--- src/rtl/syn_accum.sv ---
// Synaptic current accumulator: latches a spike vector on start, sweeps a
// synchronous weight memory, and sums the weights of active inputs with
// saturation. The result is presented on a valid/ready output.
module syn_accum #(
  parameter int unsigned N_PRE  = 16,
  parameter int unsigned W_BITS = 16,
  parameter int unsigned ACC_W  = 32
) (
  input  logic                     clk,
  input  logic                     rst_n,
  input  logic                     start,
  input  logic [N_PRE-1:0]         spike_vec,
  output logic [$clog2(N_PRE)-1:0] w_addr,
  input  logic signed [W_BITS-1:0] w_data,
  output logic                     busy,
  output logic                     out_valid,
  input  logic                     out_ready,
  output logic signed [ACC_W-1:0]  out_acc
);

  localparam int unsigned IDX_W = $clog2(N_PRE);
  localparam int unsigned SUM_W = ACC_W + 1;
  localparam logic [IDX_W-1:0] LAST_IDX = IDX_W'(N_PRE - 1);
  localparam logic signed [ACC_W-1:0] ACC_MAX = {1'b0, {(ACC_W-1){1'b1}}};
  localparam logic signed [ACC_W-1:0] ACC_MIN = {1'b1, {(ACC_W-1){1'b0}}};

  typedef enum logic [1:0] {
    IDLE  = 2'd0,
    FETCH = 2'd1,
    DRAIN = 2'd2,
    HOLD  = 2'd3
  } state_t;

  state_t                  state, state_nxt;
  logic [IDX_W-1:0]        idx, idx_nxt;
  logic [N_PRE-1:0]        spikes, spikes_nxt;
  logic signed [ACC_W-1:0] acc, acc_nxt;
  logic signed [ACC_W-1:0] out_acc_nxt;
  logic                    busy_nxt;
  logic                    out_valid_nxt;

  logic signed [SUM_W-1:0] sum_c;
  logic signed [ACC_W-1:0] acc_sat_c;
  logic                    acc_en_c;
  logic signed [ACC_W-1:0] acc_upd_c;

  // Weight arriving now belongs to the address issued one cycle earlier.
  always_comb begin
    acc_en_c = 1'b0;
    if (state == FETCH && idx != '0)
      acc_en_c = spikes[idx - IDX_W'(1)];
    else if (state == DRAIN)
      acc_en_c = spikes[N_PRE-1];
  end

  // Widened add with clamp to the signed ACC_W range.
  always_comb begin
    sum_c = $signed({acc[ACC_W-1], acc}) +
            $signed({{(SUM_W-W_BITS){w_data[W_BITS-1]}}, w_data});
    if (sum_c[SUM_W-1] != sum_c[SUM_W-2])
      acc_sat_c = sum_c[SUM_W-1] ? ACC_MIN : ACC_MAX;
    else
      acc_sat_c = sum_c[ACC_W-1:0];
    acc_upd_c = acc_en_c ? acc_sat_c : acc;
  end

  // Next-state and next-output logic.
  always_comb begin
    state_nxt     = state;
    idx_nxt       = idx;
    spikes_nxt    = spikes;
    acc_nxt       = acc;
    busy_nxt      = busy;
    out_valid_nxt = out_valid;
    out_acc_nxt   = out_acc;
    case (state)
      IDLE: begin
        if (start) begin
          spikes_nxt = spike_vec;
          acc_nxt    = '0;
          idx_nxt    = '0;
          busy_nxt   = 1'b1;
          state_nxt  = FETCH;
        end
      end
      FETCH: begin
        acc_nxt = acc_upd_c;
        if (idx == LAST_IDX) begin
          idx_nxt   = '0;
          state_nxt = DRAIN;
        end else begin
          idx_nxt = idx + IDX_W'(1);
        end
      end
      DRAIN: begin
        acc_nxt       = acc_upd_c;
        out_acc_nxt   = acc_upd_c;
        out_valid_nxt = 1'b1;
        state_nxt     = HOLD;
      end
      HOLD: begin
        if (out_ready) begin
          out_valid_nxt = 1'b0;
          busy_nxt      = 1'b0;
          state_nxt     = IDLE;
        end
      end
      default: state_nxt = IDLE;
    endcase
  end

  // State and output registers.
  always_ff @(posedge clk or negedge rst_n) begin
    if (!rst_n) begin
      state     <= IDLE;
      idx       <= '0;
      spikes    <= '0;
      acc       <= '0;
      busy      <= 1'b0;
      out_valid <= 1'b0;
      out_acc   <= '0;
    end else begin
      state     <= state_nxt;
      idx       <= idx_nxt;
      spikes    <= spikes_nxt;
      acc       <= acc_nxt;
      busy      <= busy_nxt;
      out_valid <= out_valid_nxt;
      out_acc   <= out_acc_nxt;
    end
  end

  assign w_addr = idx;

endmodule

--- config.mk ---
export PLATFORM = sky130hd
export DESIGN_NAME = syn_accum
export DESIGN_NICKNAME = d
export VERILOG_FILES = /design/src/rtl/syn_accum.sv
export SDC_FILE = /design/constraint.sdc
export NUM_CORES = 1
export LEC_CHECK = 0
export ABC_AREA = 1
export BUFFER_PORTS_ARGS = -buffer_cell sky130_fd_sc_hd__buf_2
export CORE_MARGIN = 10
export CORE_UTILIZATION = 60
export CTS_CLUSTER_SIZE = 14
export DETAILED_ROUTE_END_ITERATION = 8
export HOLD_SLACK_MARGIN = 0.02
export PLACE_DENSITY = 0.92
export REMOVE_ABC_BUFFERS = 1
export SYNTH_ARGS = -nofsm -noshare
export SYNTH_HDL_FRONTEND = slang
export SYNTH_SLANG_ARGS = --single-unit
--- constraint.sdc ---
create_clock -name clk -period 6.6 [get_ports clk]
set_input_delay 1.32 -clock clk [delete_from_list [all_inputs] [get_ports clk]]
set_output_delay 1.32 -clock clk [all_outputs]
set_load 0.1 [all_outputs]
==> out/qor.yml <==
drc: 0
die-width_um: 124.0
maxCapViolCount: 0
final.period_utilization_pct: 59.66
dp_slack_ps: 2340
yosysMostFrequentCell: "nand2_1"
worstPathMaxFanout: 31
endpoint_kind: "flip-flop"
cts_setup_buffers: 0
fin_nets: 1100
hp-class: "flip-flop to flip-flop"
wl_per_cell_um: 14.78
synth_flop_cell: "dfrtp_1"
yosysTopAreaCell: "dfrtp_1"
ys_top_cells_by_area: "dfrtp_1, nand2_1, nand3_1"
setup_viol: 0
grt_pass1_wl_um: 28700
synth_edf_count: 0
worst_pin_slew_ps: 1179
grt.total_usage_pct: 22.70
seq_area_um2: 2202
cts.clk_slew.worst_paths_ps: 100
clock-sinks: 88
syn_area_per_cell_um2: 6.749
yosysTopAreaCellShare_pct: 33.92
async_flop_share_pct: 100.0
max_freq_mhz: 254.0
final.min_clock_period_ps: 3938
cts_hold_buf: 0
status: "completed"
finalWirelength_um: 17240
start_util_pct: 62.33
drive_above_1_share_pct: 14.37
syn_inst: 962
htree_levels: 3
io_pins: 74
r2r_cells: 14
synth_warnings: 0
ys_ff_latch: 88
worstPathRequired_ps: 6910
post_cts_resized: 0
cts_inserted_buffers: 9
worstSetupStartpointType: "primary input"
syn_area_um2: 6492
grt_max_degree: 53
multi_input_area_um2: 3850
path_class: "primary input to flip-flop"
drt_iter0_markers: 482
rsz0062_at_grt: "no"
utilization_pct: 68.52
firstDrtPassIters: 6
vias_per_cell: 5.503
relSlewSlack_pct: 21.32
worstPathArrival_ps: 4250
clock_latency_ps: 380
design_area_um2: 7137
gp_congestion: 0.9495
grt_pass1_vias: 6203
core_um2: 10420
dp_hpwl_um: 12890
vias: 6416
n_antenna_cell: 0
fp-row-count: 37
clockBufferDepth: 2
cts-root-buf: "clkbuf_8"
die_h_um: 124.0
skew_ps: 13.84
cts_tree: "done"
yosysSeqAreaShare_pct: 33.92
die-area_um2: 15380
syn_to_final_growth_pct: 9.925
min_delay_path_depth: 2
synth_cell_type_count: 37
yosys-top-cells-count: "nand2_1, nand3_1, dfrtp_1"
fin_setup_tns_ps: 0
layout_setup_ws_ps: 2662
drtAntennaViolNets: 0
overflow: 0
port-buffer-count: 73
slew_viol_final: 0
finalHoldViolations: 0
antenna_found_initial: 0
fillerInstances: 927
placed_area_um2: 6939
[through the flow]
step / hold slack (ps) / cells
floorplan: 449.2 / 937
finish: 485.1 / 1166
detailed placement: 464.9 / 1150
global route: 505.2 / 1166
CTS: 489.4 / 1166
global placement: 457.3 / 1150
[worst max-delay path, stage by stage]
cell      delay (ps)
buf_2            330
ha_1             400
inv_1            200
o21bai_1          80
nor2_1           120
nand2_1           80
a21oi_2          160
nand2_1          100
nand2_1           60
nand2_1           50
nand2_1          820
nand2_1          160
nand2_2          130
nand3_1           80
nand2_1          120
[path summary, 6_finish.rpt]
| path | start | endpoint | slack, ps |
|---|---|---|---|
| max | w_data[15] | acc[8]$_DFFE_PN0P_ | 2660 |
| max in group asynchronous | rst_n | acc[15]$_DFFE_PN0P_ | 4700 |
| min in group asynchronous | rst_n | out_acc[28]$_DFFE_PN0P_ | 880 |
| min reg2reg | out_acc[25]$_DFFE_PN0P_ | out_acc[25]$_DFFE_PN0P_ | 490 |
| max reg2reg | w_addr[0]$_DFFE_PN0P_ | acc[8]$_DFFE_PN0P_ | 3320 |
| min | out_acc[25]$_DFFE_PN0P_ | out_acc[25]$_DFFE_PN0P_ | 490 |
[logic make-up after synthesis]
logic type	share of synthesized area (%)
and+or+nand+nor	42.01
DFF	33.92
AOI/OAI and AO/OA	6.784
adders and majority gates	7.632
xor gates and xnor gates	2.698
buffers and inverters	6.957
[final cells by class]
type,count,share of cell area (%)
Multi-Input combinational cell,764,53.94
Sequential cell,88,30.86
Timing Repair Buffer,77,5.575
Inverter,85,4.471
Tap cell,136,2.384
Clock buffer,9,1.736
Clock inverter,7,1.034
[metal layers]
metal  vias up  routed length (µm)  share of wire, %  track usage, %
met2       228                8225                48           38.08
met4         0                 280               1.6           7.410
met3        31                1223               7.1           4.027
li1       3161                   -                 -               -
met1      2996                7505                44           29.05
met5         -                   0                 0               0
[registers in the layout, summed over array words and instances, names as in the netlist]
register   flops
out_valid      1
acc           32
spikes        16
out_acc       32
busy           1
w_addr         4
state          2
[layout by cell type, fill, tap and decap left out, drive strengths merged, types with 13 or more instances in the layout]
| cell | Yosys | final |
|---|---|---|
| buf | 14 | 77 |
| o21ai | 13 | 13 |
| ha | 38 | 38 |
| or2 | 32 | 32 |
| nand3 | 104 | 104 |
| dfrtp | 88 | 88 |
| a21oi | 35 | 35 |
| nand2 | 439 | 439 |
| inv | 83 | 86 |
| xor2 | 14 | 14 |
| o21bai | 14 | 14 |
| nor2 | 53 | 53 |
Power is left out: the tool's default activity adds up to more than one toggle a clock period on the data nets, which glitch-free logic cannot reach.
